## src/rtl/program_loader.sv

```systemverilog
// program_loader: boot-time byte-stream loader for the core's instruction memory.
// Stream: LEN0, LEN1 (16-bit word count N), then N little-endian 32-bit words.
// Optional feature macro LOADER_CHECKSUM_EN: adds a trailing XOR checksum byte
// over all data bytes, checked in a dedicated CHK state.
module program_loader #(
  parameter int unsigned NUM_INST = 128,
  parameter int unsigned ADDR_W   = $clog2(NUM_INST)
) (
  input  logic              clk,
  input  logic              rst,
  input  logic              in_valid,
  input  logic [7:0]        in_data,
  output logic              in_ready,
  output logic              imem_we,
  output logic [ADDR_W-1:0] imem_addr,
  output logic [31:0]       imem_wdata,
  output logic              cpu_rstn,
  output logic              done,
  output logic              error
);

  localparam logic [15:0] MAX_WORDS = 16'(NUM_INST);

`ifdef LOADER_CHECKSUM_EN
  typedef enum logic [2:0] {S_LEN0, S_LEN1, S_DATA, S_CHK, S_DONE, S_ERR} state_t;
`else
  typedef enum logic [2:0] {S_LEN0, S_LEN1, S_DATA, S_DONE, S_ERR} state_t;
`endif

  state_t              state_q, state_d;
  logic [15:0]         len_q, len_d;
  logic [ADDR_W-1:0]   idx_q, idx_d;
  logic [1:0]          cnt_q, cnt_d;
  logic [23:0]         lanes_q, lanes_d;
  logic                in_ready_d, we_d, done_d, error_d, cpu_rstn_d;
  logic [ADDR_W-1:0]   addr_d;
  logic [31:0]         wdata_d;
  logic                xfer;
  logic [15:0]         n_words;
`ifdef LOADER_CHECKSUM_EN
  logic [7:0]          acc_q, acc_d;
`endif

  // Next-state and next-output logic; every register value is computed here.
  always_comb begin
    state_d    = state_q;
    len_d      = len_q;
    idx_d      = idx_q;
    cnt_d      = cnt_q;
    lanes_d    = lanes_q;
    we_d       = 1'b0;
    addr_d     = imem_addr;
    wdata_d    = imem_wdata;
    done_d     = done;
    error_d    = error;
    cpu_rstn_d = done;
`ifdef LOADER_CHECKSUM_EN
    acc_d      = acc_q;
`endif
    xfer       = in_valid && in_ready;
    n_words    = {in_data, len_q[7:0]};

    case (state_q)
      S_LEN0: begin
        if (xfer) begin
          len_d   = {8'h00, in_data};
          state_d = S_LEN1;
        end
      end
      S_LEN1: begin
        if (xfer) begin
          len_d = n_words;
          idx_d = '0;
          cnt_d = 2'd0;
`ifdef LOADER_CHECKSUM_EN
          acc_d = 8'h00;
`endif
          if (n_words > MAX_WORDS) begin
            state_d = S_ERR;
            error_d = 1'b1;
          end else if (n_words == 16'd0) begin
`ifdef LOADER_CHECKSUM_EN
            state_d = S_CHK;
`else
            state_d = S_DONE;
            done_d  = 1'b1;
`endif
          end else begin
            state_d = S_DATA;
          end
        end
      end
      S_DATA: begin
        if (xfer) begin
          cnt_d = cnt_q + 2'd1;
`ifdef LOADER_CHECKSUM_EN
          acc_d = acc_q ^ in_data;
`endif
          case (cnt_q)
            2'd0:    lanes_d[7:0]   = in_data;
            2'd1:    lanes_d[15:8]  = in_data;
            2'd2:    lanes_d[23:16] = in_data;
            default: begin
              // Fourth byte completes the word: write it and advance.
              we_d    = 1'b1;
              addr_d  = idx_q;
              wdata_d = {in_data, lanes_q};
              idx_d   = idx_q + ADDR_W'(1);
              if (16'(idx_q) == (len_q - 16'd1)) begin
`ifdef LOADER_CHECKSUM_EN
                state_d = S_CHK;
`else
                state_d = S_DONE;
                done_d  = 1'b1;
`endif
              end
            end
          endcase
        end
      end
`ifdef LOADER_CHECKSUM_EN
      S_CHK: begin
        if (xfer) begin
          if (in_data == acc_q) begin
            state_d = S_DONE;
            done_d  = 1'b1;
          end else begin
            state_d = S_ERR;
            error_d = 1'b1;
          end
        end
      end
`endif
      default: ;
    endcase

    in_ready_d = (state_d != S_DONE) && (state_d != S_ERR);
  end

  // State and output registers; reset returns to LEN0 with the core held in reset.
  always_ff @(posedge clk or posedge rst) begin
    if (rst) begin
      state_q    <= S_LEN0;
      len_q      <= 16'd0;
      idx_q      <= '0;
      cnt_q      <= 2'd0;
      lanes_q    <= 24'd0;
      in_ready   <= 1'b0;
      imem_we    <= 1'b0;
      imem_addr  <= '0;
      imem_wdata <= 32'd0;
      cpu_rstn   <= 1'b0;
      done       <= 1'b0;
      error      <= 1'b0;
`ifdef LOADER_CHECKSUM_EN
      acc_q      <= 8'h00;
`endif
    end else begin
      state_q    <= state_d;
      len_q      <= len_d;
      idx_q      <= idx_d;
      cnt_q      <= cnt_d;
      lanes_q    <= lanes_d;
      in_ready   <= in_ready_d;
      imem_we    <= we_d;
      imem_addr  <= addr_d;
      imem_wdata <= wdata_d;
      cpu_rstn   <= cpu_rstn_d;
      done       <= done_d;
      error      <= error_d;
`ifdef LOADER_CHECKSUM_EN
      acc_q      <= acc_d;
`endif
    end
  end

endmodule
```

## config.mk

```make
export PLATFORM = sky130hd
export DESIGN_NAME = program_loader
export DESIGN_NICKNAME = d
export VERILOG_FILES = /design/src/rtl/program_loader.sv
export SDC_FILE = /design/constraint.sdc
export NUM_CORES = 1
export LEC_CHECK = 0
export CORE_ASPECT_RATIO = 1.1
export CORE_MARGIN = 2
export CORE_UTILIZATION = 49
export DETAILED_ROUTE_END_ITERATION = 8
export PLACE_DENSITY_LB_ADDON = 0.1
export SYNTH_ARGS = -nofsm -noshare
export SYNTH_HDL_FRONTEND = slang
export SYNTH_SLANG_ARGS = --single-unit
```

## constraint.sdc

```tcl
create_clock -name clk -period 3 [get_ports clk]
set_input_delay 0.45 -clock clk [delete_from_list [all_inputs] [get_ports clk]]
set_output_delay 0.45 -clock clk [all_outputs]
set_load 0.05 [all_outputs]
```

==> results_dict.tcl <==
set metrics [dict create \
    p_leak_nw 2.37 \
    combPwrFrac 0.318 \
    max_freq_mhz 447 \
    design_area_sq_um 5060 \
    area_growth_pct 23.1 \
    p_int_mw 2.42 \
    syn_inst 310 \
    grt_pass1_vias 2749 \
    synth_top_family_by_area "multiplexers" \
    rsz0062_at_grt "false" \
    cts_tree "yes" \
    clock_power_share 0.224 \
    final_min_period_over_clock_period 0.746 \
    overflow 0 \
    drc 0 \
    worst-r2r-cell-count 5 \
    seq_power_share 0.458 \
    cts_sinks 96 \
    async_flop_share 1.00 \
    ctsResizeCount 0 \
    multi_input_area_sq_um 1620 \
    required_ns 3.24 \
    synthSimpleGateAreaFrac 0.0938 \
    die_area_sq_um 9140 \
    synth-xor-area-share 0.0298 \
    ys_seq_elements 96 \
    drv_cap 0 \
    htree_levels 3 \
    setup_viol 0 \
    synthMuxAreaShare 0.186 \
    drive_above_1_share 0.282 \
    row_count 35 \
    cp.arrival_ns 2.48 \
    max_stage_delay_ns 0.51 \
    synth_edf_count 0 \
    place.gp.congestion 0.825 \
    core_area_sq_um 8280 \
    cts_buffers 9 \
    die_h_microns 100 \
    post-cts-setup-buffers 0 \
    worst_pin_slew_ns 0.571 \
    fillers 662 \
    ctsRootBufferMaster "clkbuf_8" \
    synth.distinct_cells 39 \
    synth_warnings 0 \
    switchingPower_mw 1.39 \
    critPathTopFamily "flip-flops" \
    slew_violations 0 \
    antenna_found_initial 0 \
    outcome "complete, no violations" \
    wl_per_cell_microns 17.4 \
    clk_pin_slew_worst_paths_ns 0.10 \
    grt_max_degree 42 \
    synth_compound_area_frac 0.0633 \
    drt_iter0_drc 123 \
    final.setup.tns_ns 0 \
    routed_wl_microns 8650 \
    path_class "register to register" \
    slew-limit-headroom 0.618 \
    finClkSkew_ns 0.0132 \
    hp-class "register to register" \
    dpl_cell_area_sq_um 4860 \
    startpoint_type "register" \
    finalCriticalPeriod_ns 2.24 \
    path_buf_inv 1 \
    grt_usage 0.208 \
    power_density_nw_per_um2 753 \
    avgSynthCellArea_sq_um 13.3 \
    layout.nets 398 \
    start_util 0.497 \
    io-pin-count 55 \
    peakVddDrop_mv 0.500 \
    via_per_inst 5.27 \
    cts.hold.buffers_added 0 \
    regArea_sq_um 2400 \
    cp_max_fo 22 \
    yosysSeqAreaShare 0.584 \
    cp.depth 5 \
    path_cells "nand2b_1 > a211oi_4 > nor2b_4 > buf_4 > mux2_2" \
    synth_adder_area_share 0.0183 \
    synth.cell_area_sq_um 4110 \
    worstSkewPairLatency_ns 0.35 \
    drtAntennaViolNets 0 \
    sw_frac_of_total 0.364 \
    hold_depth 0 \
    grt_pass1_wl_microns 14500 \
    hold_viol 0 \
    slowest_stage "dfrtp_1" \
    hold_slack_ns 0.415 \
    cts_max_path_buffers 2 \
    portBuffers 54 \
    vias 2618 \
    end_kind "register" \
    die_width_microns 91.3 \
    firstDrtPassIters 4 \
    hpwl_microns 6190 \
    synthesis.nets 327 \
    diodes 0 \
    synth_flop_cell "dfrtp_1" \
]
==> cells in the mapped netlist (4+ instances only) <==
cell type	number	area, sq um
a21oi_1	4	20.0
a22o_1	9	78.8
a31oi_1	4	25.0
buf_2	4	20.0
buf_4	5	37.5
dfrtp_1	96	2400
ha_1	6	75.1
inv_1	9	33.8
mux2_2	68	766
nand2_1	17	63.8
nand2b_1	4	25.0
nand4_1	6	37.5
nor2_1	18	67.6
nor3_1	4	20.0
nor4_1	5	31.3
o21ai_0	11	55.1
xnor2_1	5	43.8
xor2_1	9	78.8
==> cell families after synthesis <==
group           after synthesis
compound gates               36
xor+xnor                     14
mux                          68
flops                        96
fa+ha+maj                     6
buf+inv                      20
simple gates                 70
==> power groups by stage <==
stage	Combinational, mW	Clock [mW]	Sequential, mW
4_1_cts	1.22	0.870	1.75
5_1_grt	1.31	0.938	1.78
2_1_floorplan	0.575	0	2.01
3_3_place_gp	1.18	0	1.76
3_5_place_dp	1.21	0	1.77
6_report	1.21	0.852	1.75
==> worst paths after layout <==
path,slack (ns),start,end
worst max-delay path,0.76,state_q[1],imem_wdata[14]
worst min-delay path,0.41,done,cpu_rstn
worst max register to register,0.76,state_q[1],imem_wdata[14]
worst min register to register,0.41,done,cpu_rstn
max in group asynchronous,1.88,rst,lanes_q[10]
min in group asynchronous,0.48,rst,imem_wdata[7]
==> layer usage <==
metal,track usage,up-vias,routed length [microns]
li1,-,1241,-
met4,0.0688,0,130
met2,0.340,47,4240
met5,0,-,0
met3,0.0473,10,272
met1,0.279,1320,4010
==> area by class of cell <==
type | instances | area share
clock buffer | 12 | 0.0287
clock inverter | 4 | 0.0101
inverter | 9 | 0.00717
multi-input combinational | 194 | 0.320
sequential | 96 | 0.475
tap | 111 | 0.0275
timing repair buffer | 71 | 0.132
==> stage by stage <==
| step | utilization | setup slack, ns | instances | total power [mW] |
|---|---|---|---|---|
| finish | 0.611 | 0.762 | 497 | 3.81 |
| global route | 0.611 | 0.619 | 497 | 4.03 |
| global placement | 0.587 | 0.484 | 481 | 2.95 |
| CTS | 0.611 | 0.762 | 497 | 3.84 |
| floorplan | - | 0.0446 | 310 | 2.59 |
| detailed placement | 0.587 | 0.454 | 481 | 2.98 |
==> cell usage in the layout (no fill, tap or decap), types with 2 or more instances in the layout <==
master,n
a21oi_1,4
a22o_1,9
a31oi_1,4
and2_1,2
buf_4,17
clkbuf_1,2
clkbuf_8,10
clkdlybuf4s50_1,54
dfrtp_1,96
ha_1,6
inv_1,8
mux2_2,68
nand2_1,17
nand2b_1,4
nand4_1,6
nor2_1,18
nor3_1,4
nor4_1,5
o21ai_0,11
or2_2,2
or3_1,2
xnor2_1,5
xor2_1,9
==> state kept, by name (all words and copies together) (netlist names), 2 cells and up <==
name,cells
cnt_q,2
state_q,3
imem_wdata,32
imem_addr,7
len_q,16
idx_q,7
lanes_q,24
(Power assumes the default switching activity.)
